File: src/rtl/rtc_pkg.sv
// Shared types and constants for the battery-backed clock / parameter RAM controller.
package rtc_pkg;

  typedef enum logic [1:0] {ST_CMD, ST_ADDR2, ST_DATA} state_t;
  typedef enum logic [1:0] {TGT_CLK, TGT_WP, TGT_TEST, TGT_BRAM} target_t;

  localparam logic [6:0] CMD_WP     = 7'h35;
  localparam logic [6:0] CMD_TEST   = 7'h31;
  localparam logic [3:0] EXT_PREFIX = 4'b0111;

  localparam int START = 7;
  localparam int DIR   = 6;
  localparam int LAST  = 5;

  function automatic logic is_clock_cmd(input logic [7:0] cmd);
    return (cmd[6:4] == 3'b000) && (cmd[1:0] == 2'b01);
  endfunction

  function automatic logic is_bram_cmd(input logic [7:0] cmd);
    return cmd[6] && (cmd[1:0] == 2'b01);
  endfunction

endpackage

File: src/rtl/rtc_bram_array.sv
// 256x8 battery RAM: synchronous write, asynchronous read, deliberately no reset.
module rtc_bram_array
  import rtc_pkg::*;
(
  input  logic       clk,
  input  logic       we,
  input  logic [7:0] addr,
  input  logic [7:0] wdata,
  output logic [7:0] rdata
);

  logic [7:0] mem [256];

  always_ff @(posedge clk) begin
    if (we) mem[addr] <= wdata;
  end

  assign rdata = mem[addr];

endmodule

File: src/rtl/rtc_bram.sv
// Clock/parameter-RAM controller behind the $C033 data / $C034 control strobe pair.
//   state    | meaning
//   ST_CMD   | data holds a command byte to decode
//   ST_ADDR2 | extended command: data holds the low address bits
//   ST_DATA  | next transfer reads or writes the selected byte
module rtc_bram
  import rtc_pkg::*;
#(
  parameter int CEN_HZ      = 2500000,
  parameter int XFER_CYCLES = 16
) (
  input  logic       clk,
  input  logic       reset_n,
  input  logic       cen,
  input  logic       strobe,
  input  logic       rw,
  input  logic       addr,
  input  logic [7:0] din,
  output logic [7:0] dout
);

  localparam int PW = $clog2(CEN_HZ);
  localparam int XW = $clog2(XFER_CYCLES + 1);

  state_t        state, state_nxt;
  target_t       tgt, tgt_nxt;
  logic [7:0]    data, data_nxt;
  logic [6:0]    ctrl, ctrl_nxt;
  logic          busy, busy_nxt;
  logic [XW-1:0] xfer_cnt, xfer_nxt;
  logic [7:0]    wp, wp_nxt;
  logic [7:0]    test, test_nxt;
  logic [PW-1:0] prescaler, presc_nxt;
  logic [31:0]   seconds, sec_nxt;
  logic          cmd_rd, cmd_rd_nxt;
  logic [1:0]    clk_sel, clk_sel_nxt;
  logic [7:0]    sel_addr, sel_addr_nxt;
  logic          ram_we;
  logic [7:0]    ram_rdata;
  logic [7:0]    sel_byte;
  logic          tick;

  rtc_bram_array u_array (
    .clk   (clk),
    .we    (ram_we),
    .addr  (sel_addr),
    .wdata (data),
    .rdata (ram_rdata)
  );

  assign dout = addr ? data : {busy, ctrl};
  assign tick = cen && (prescaler == PW'(CEN_HZ - 1));

  always_comb begin
    sel_byte = ram_rdata;
    case (tgt)
      TGT_CLK:  sel_byte = seconds[{clk_sel, 3'b000} +: 8];
      TGT_WP:   sel_byte = wp;
      TGT_TEST: sel_byte = test;
      default:  sel_byte = ram_rdata;
    endcase
  end

  always_comb begin
    state_nxt    = state;
    tgt_nxt      = tgt;
    data_nxt     = data;
    ctrl_nxt     = ctrl;
    busy_nxt     = busy;
    xfer_nxt     = xfer_cnt;
    wp_nxt       = wp;
    test_nxt     = test;
    cmd_rd_nxt   = cmd_rd;
    clk_sel_nxt  = clk_sel;
    sel_addr_nxt = sel_addr;
    ram_we       = 1'b0;
    presc_nxt    = prescaler;
    sec_nxt      = seconds;

    if (cen) presc_nxt = tick ? '0 : prescaler + 1'b1;
    if (tick) sec_nxt = seconds + 32'd1;

    if (strobe && !rw && addr && !busy) data_nxt = din;
    if (strobe && !rw && !addr) begin
      ctrl_nxt = din[6:0];
      if (din[START] && !busy) begin
        busy_nxt = 1'b1;
        xfer_nxt = XW'(XFER_CYCLES - 1);
      end
    end

    if (busy && cen) begin
      if (xfer_cnt != '0) begin
        xfer_nxt = xfer_cnt - 1'b1;
      end else begin
        busy_nxt = 1'b0;
        case (state)
          ST_CMD: begin
            cmd_rd_nxt = data[7];
            if (is_clock_cmd(data)) begin
              tgt_nxt     = TGT_CLK;
              clk_sel_nxt = data[3:2];
              state_nxt   = ST_DATA;
            end else if (data[6:0] == CMD_WP) begin
              tgt_nxt   = TGT_WP;
              state_nxt = ST_DATA;
            end else if (data[6:0] == CMD_TEST) begin
              tgt_nxt   = TGT_TEST;
              state_nxt = ST_DATA;
            end else if (is_bram_cmd(data)) begin
              tgt_nxt      = TGT_BRAM;
              sel_addr_nxt = {4'h0, data[5:2]};
              state_nxt    = ST_DATA;
            end else if (data[6:3] == EXT_PREFIX) begin
              tgt_nxt           = TGT_BRAM;
              sel_addr_nxt[7:5] = data[2:0];
              state_nxt         = ST_ADDR2;
            end
          end
          ST_ADDR2: begin
            sel_addr_nxt = {sel_addr[7:5], data[6:2]};
            state_nxt    = ST_DATA;
          end
          default: begin
            if (cmd_rd) begin
              if (ctrl[DIR]) data_nxt = sel_byte;
            end else if (!ctrl[DIR]) begin
              // write-protect only guards clock, test and BRAM; WP stays writable
              case (tgt)
                TGT_WP:   wp_nxt = data;
                TGT_CLK:  if (!wp[7]) sec_nxt[{clk_sel, 3'b000} +: 8] = data;
                TGT_TEST: if (!wp[7]) test_nxt = data;
                default:  ram_we = !wp[7];
              endcase
            end
            state_nxt = ST_CMD;
          end
        endcase
        if (ctrl[LAST]) state_nxt = ST_CMD;
      end
    end
  end

  always_ff @(posedge clk or negedge reset_n) begin
    if (!reset_n) begin
      state     <= ST_CMD;
      tgt       <= TGT_CLK;
      data      <= '0;
      ctrl      <= '0;
      busy      <= 1'b0;
      xfer_cnt  <= '0;
      wp        <= '0;
      test      <= '0;
      prescaler <= '0;
      seconds   <= '0;
      cmd_rd    <= 1'b0;
      clk_sel   <= '0;
      sel_addr  <= '0;
    end else begin
      state     <= state_nxt;
      tgt       <= tgt_nxt;
      data      <= data_nxt;
      ctrl      <= ctrl_nxt;
      busy      <= busy_nxt;
      xfer_cnt  <= xfer_nxt;
      wp        <= wp_nxt;
      test      <= test_nxt;
      prescaler <= presc_nxt;
      seconds   <= sec_nxt;
      cmd_rd    <= cmd_rd_nxt;
      clk_sel   <= clk_sel_nxt;
      sel_addr  <= sel_addr_nxt;
    end
  end

endmodule

File: config.mk
export PLATFORM = sky130hd
export DESIGN_NAME = rtc_bram
export DESIGN_NICKNAME = d
export VERILOG_FILES = /design/src/rtl/rtc_pkg.sv /design/src/rtl/rtc_bram_array.sv /design/src/rtl/rtc_bram.sv
export SDC_FILE = /design/constraint.sdc
export NUM_CORES = 2
export LEC_CHECK = 0
export ABC_AREA = 1
export CORE_ASPECT_RATIO = 1.4
export CORE_MARGIN = 2
export CORE_UTILIZATION = 30
export DETAILED_ROUTE_END_ITERATION = 10
export GPL_ROUTABILITY_DRIVEN = 0
export GPL_TIMING_DRIVEN = 1
export SKIP_LAST_GASP = 1
export SLEW_MARGIN = 20
export SYNTH_ARGS = -nofsm -noshare
export SYNTH_HDL_FRONTEND = slang
export SYNTH_SLANG_ARGS = --single-unit
File: constraint.sdc
create_clock -name clk -period 6.9 [get_ports clk]
set_input_delay 1.38 -clock clk [delete_from_list [all_inputs] [get_ports clk]]
set_output_delay 1.38 -clock clk [all_outputs]
set_load 0.01 [all_outputs]
Word level (Yosys, flattened, before mapping)
Memories as Yosys holds them, arrays and structs flattened.
Index checks and enable logic that the tools add are counted.
W data, S select, Z words.
{"block": "classes", "add_sub_neg": 4, "mul": 0, "div": 0, "order_cmp": 0, "n_eq_ne": 13, "shifts": 3, "n_mux": 53, "bitwise": 9, "reduce_logical": 30}
{"operator": "$mux W32", "n": 8}
{"operator": "$mux W8", "n": 10}
{"operator": "$add A32 B1 Y32 const B", "n": 1}
{"operator": "$bwmux W32", "n": 1}
{"operator": "$shift A8 B7 Y32 const A", "n": 1}
{"operator": "$shiftx A32 B6 Y8", "n": 1}
{"operator": "$shiftx A8 B7 Y32", "n": 1}
{"operator": "$mux W5", "n": 5}
{"operator": "$pmux W8 S3", "n": 1}
{"operator": "$add A22 B1 Y22 const B", "n": 1}
{"operator": "$eq A22 B22 Y1 const B", "n": 1}
{"operator": "$mux W2", "n": 11}
{"operator": "$mux W22", "n": 1}
{"operator": "$pmux W8 S2", "n": 1}
{"operator": "$eq A7 B6 Y1 const B", "n": 2}
{"operator": "$reduce_and A7 Y1", "n": 2}
{"operator": "$mux W1", "n": 12}
{"operator": "$reduce_bool A5 Y1", "n": 2}
{"operator": "$logic_and A1 B1 Y1", "n": 9}
{"operator": "$not A1 Y1", "n": 9}
{"operator": "$ne A2 B2 Y1 const B", "n": 4}
{"operator": "$reduce_and A4 Y1", "n": 2}
{"operator": "$reduce_and A8 Y1", "n": 1}
{"operator": "$ne A7 B7 Y1 const B", "n": 1}
{"operator": "other kinds (15)", "n": 24}
{"block": "word_totals", "reg_bits": 106, "latch_bits": 0, "mem_bits_rw": 2048, "rom_bits": 0, "in_bits": 14, "output_inout_bits": 8, "elab_cells": 127, "memories": 1}
{"memory": "u_array.mem", "depth": 256, "width": 8, "rd": 1, "rd_ports_with_merged_regs": 0, "wr": 1, "line_no": "rtc_bram_array.sv:12", "text": "logic [7:0] mem [256];"}

Longest topological paths before layout
{"block": "depth", "ltp_word": 11, "mapped_depth": 17, "depth_no_buf": 15}

Hierarchy
A second synthesis with hierarchy kept.
{"block": "unflattened", "hier_cells": 9091, "hier_area_um2": 91855.6}
{"module": "rtc_bram_array", "instances": 1, "cells_per_inst": 8013, "area_per_inst_um2": 84696.2, "seq_area_each_um2": 61499.0}
{"module": "rtc_bram", "instances": 1, "cells_per_inst": 1078, "area_per_inst_um2": 7159.4, "seq_area_each_um2": 2652.5}

Worst setup path before layout
No wires, ideal clock.
{"block": "synth_path", "path_kind": "register to output", "from": "reg data[2]", "to": "out dout[2]", "t_arrival_ps": 4251, "required_ps": 5520, "setup_slack_ps": 1269, "stages_incl_launch_ff": 3, "n_path_buf": 0, "cell_sequence": "dfrtp_1 -> inv_1 -> a21oi_1"}
{"block": "synth_via", "elab_chain_len": 1}
{"element": "start: declaration", "line_no": "rtc_bram.sv:27", "text": "logic [7:0] data, data_nxt;"}
{"element": "start signal: assignment", "line_no": "rtc_bram.sv:162", "text": "data <= data_nxt;"}
{"element": "$mux W8", "line_no": "rtc_bram.sv:51", "text": "assign dout = addr ? data : {busy, ctrl};"}
{"element": "end: declaration", "line_no": "rtc_bram.sv:19", "text": "output logic [7:0] dout"}
No other way between the ends.

Final worst setup path
{"block": "layout_path", "from": "in addr", "to": "out dout[1]"}
{"block": "layout_via", "elab_chain_len": 1}
{"element": "start: declaration", "line_no": "rtc_bram.sv:17", "text": "input logic addr,"}
{"element": "$mux W8", "line_no": "rtc_bram.sv:51"}
No other way between the ends.

==> metrics.cfg <==
[power_and_ir_drop]
total_power_mw=41.8
p_leak_nw=39.9
p_per_area_nw_per_um2=408
vdd_drop_max_uv=376

[timing]
hold_viol_final=0
setup_ws_ns=2.56
maxSlewHeadroom_pct=23.2
fin_hold_ws_ns=0.470
drv_slew=0
fin_skew_ns=0.0401
tns_ns=0
rsz0062_at_grt=no
min_period_ns=4.34
min_period_over_period_pct=62.9
setup_viol=0
tightestPinTransition_ns=1.15
max_freq_ghz=0.230

[floorplan]
die_h_um=658
die_x_um=471
core_area_um2=305000
row_count=240
ioPinCount=22
die_area_um2=310000
initial_core_util_pct=30.1

[drt]
ant_nets=0
drc=0
drtIter0Drc=5122
via_per_inst=4.64
num_vias=60400
routedWlPerCell_um=19.4
finalWirelength_um=253000
dr.pass1.iters=6

[clock_tree]
hold_buffers=0
cts_resized=0
clk_latency_ns=0.88
cts_tree=yes
h-tree-depth=4
cts_made_buffers=193
cts_setup_buffers=0
cts.sinks=2154
root_buffer=clkbuf_16
cts_buffer_depth=4
path_clk_slew_ns=0.06

[synth]
synth.yosys.warnings=0
synth_area_per_cell_um2=10.2
synth_top_area_share_pct=67.1
synthesis.area_um2=91700
synth_mux_area_share_pct=0
synth_cells=9014
synth-compound-area-share_pct=1.60
synth_flop_cell=edfxtp_1
post-synth-top-count-cell=nand2_1
synth-seq-cells=2154
synth_sequential_area_ratio_pct=70.0
syn-num-nets=9036
synth_top_area_cell=edfxtp_1
synth-edff-count=2048
synth_adder_area_share_pct=0.109
ys_top_cells_by_area=edfxtp_1, nand2_1, dfrtp_1, nor2_1, buf_2
ys_top_cells_by_count=nand2_1, edfxtp_1, nor2_1
synthXorXnorAreaFrac_pct=0.277
yosys.area_share.simple_pct=25.0
ys_types=45
async_flop_share_pct=4.92
synth_top_family_by_area=simple AND/OR/NAND/NOR gates

[worst_setup_path]
arrival_ns=2.96
critPathKind=primary input to primary output
start_kind=primary input
cp_max_fo=18
r2r_slack_ns=2.57
crit_top_cell=clkdlybuf4s50_1
critPathRequiredTime_ns=5.52
cp_cell_sequence=clkdlybuf4s50_1 -> nor2_1 -> a21oi_1 -> clkdlybuf4s50_1
critPathMaxStageDelay_ns=0.79
endpoint_kind=primary output
crit_path_top_delay_cell=clkdlybuf4s50_1

[placement]
pre_cts_slack_ns=1.97
dpl.hpwl_um=154000
place_inst=12700
dpl-instance-area_um2=95700
port_buffers=21

[finish]
fin_util_pct=33.6
syn_to_final_growth_pct=11.7
fin_area_um2=102000
drive_gt1_share_pct=5.23
final_nets=8901
fin_cells=13000

[global_routing]
gr-total-overflow=0
grt_pass1_wl_um=373000
antenna_found_initial=3
grt_use_total_pct=15.9
grt_pass1_vias=59300
grt_max_degree=168

[min_path]
min_path_type=register to register

[flow_run]
maxCapViolations=0

[outcome]
status=finished, final reports clean

-- worst max-delay path, delay by kind of cell --
| family | cells | cell delay (ns) |
|---|---|---|
| AOI/OAI and AO/OA | 1 | 0.13 |
| buffers and inverters | 2 | 1.35 |
| and+or+nand+nor | 1 | 0.10 |
-- area by class of cell --
cell class                      count  area [um^2]
Tap cell                         3993         5000
Clock inverter                    128         1650
Antenna cell                        3         7.51
Inverter                          167          661
Fill cell                       30400       202000
Clock buffer                      219         5030
Multi-Input combinational cell   6248        24800
Sequential cell                  2154        64200
Timing Repair Buffer              115         1080
-- path summary, 6_finish.rpt --
check	start	to	cells past startpoint
max	addr	dout[1]	4
min	prescaler[19]$_DFFE_PN0P_	prescaler[19]$_DFFE_PN0P_	1
min reg2reg	prescaler[19]$_DFFE_PN0P_	prescaler[19]$_DFFE_PN0P_	1
max reg2reg	sel_addr[0]$_DFFE_PN0P_	data[5]$_DFF_PN0_	16
min in group asynchronous	reset_n	wp[0]$_DFFE_PN0P_	1
max in group asynchronous	reset_n	prescaler[17]$_DFFE_PN0P_	2
-- flip-flops by register name (all words and copies together) (netlist names) --
register,cells
cmd_rd,1
xfer_cnt,5
wp,8
clk_sel,2
ctrl,7
seconds,32
prescaler,22
u_array.mem,2048
test,8
sel_addr,8
data,8
state,2
tgt,2
busy,1
-- layer usage --
metal  share of wire, %  vias to the layer above  GRT usage [%]
li1                   -                    29200              -
met4                4.9                        0           7.55
met3                5.3                      529           1.77
met5                  0                        -              0
met1                 39                    28800           18.7
met2                 51                     1911           28.7
-- cell families (layout without fill, tap and decap cells) --
logic type,count (synthesis),count (layout)
buffers and inverters,612,629
xor gates and xnor gates,29,29
AOI/OAI and AO/OA,273,273
and+or+nand+nor,5938,5938
other,0,3
DFF,2154,2154
adders and majority gates,8,8
-- power by group --
part	internal (mW)	switching, mW	leakage [nW]	total [mW]
registers	16.2	0.584	19.9	16.8
clock network	6.61	4.76	3.23	11.4
logic	2.95	10.6	16.8	13.5
total	25.8	15.9	39.9	41.8
-- layout by cell type, fill, tap and decap left out, types with 28 or more instances in the layout --
| cell | Yosys | final |
|---|---|---|
| a21oi_1 | 85 | 85 |
| buf_4 | 28 | 82 |
| bufinv_16 | 0 | 36 |
| clkbuf_16 | 0 | 197 |
| clkinv_1 | 5 | 33 |
| clkinv_2 | 0 | 30 |
| dfrtp_1 | 106 | 96 |
| edfxtp_1 | 2048 | 2048 |
| inv_1 | 151 | 151 |
| nand2_1 | 4930 | 4910 |
| nand2_2 | 16 | 36 |
| nand3_1 | 230 | 230 |
| nand4_1 | 28 | 28 |
| nor2_1 | 667 | 666 |
| nor3_1 | 34 | 34 |
| o21ai_0 | 116 | 116 |
| o21ai_1 | 31 | 31 |
Note: power is estimated with default switching activity, not from simulation.
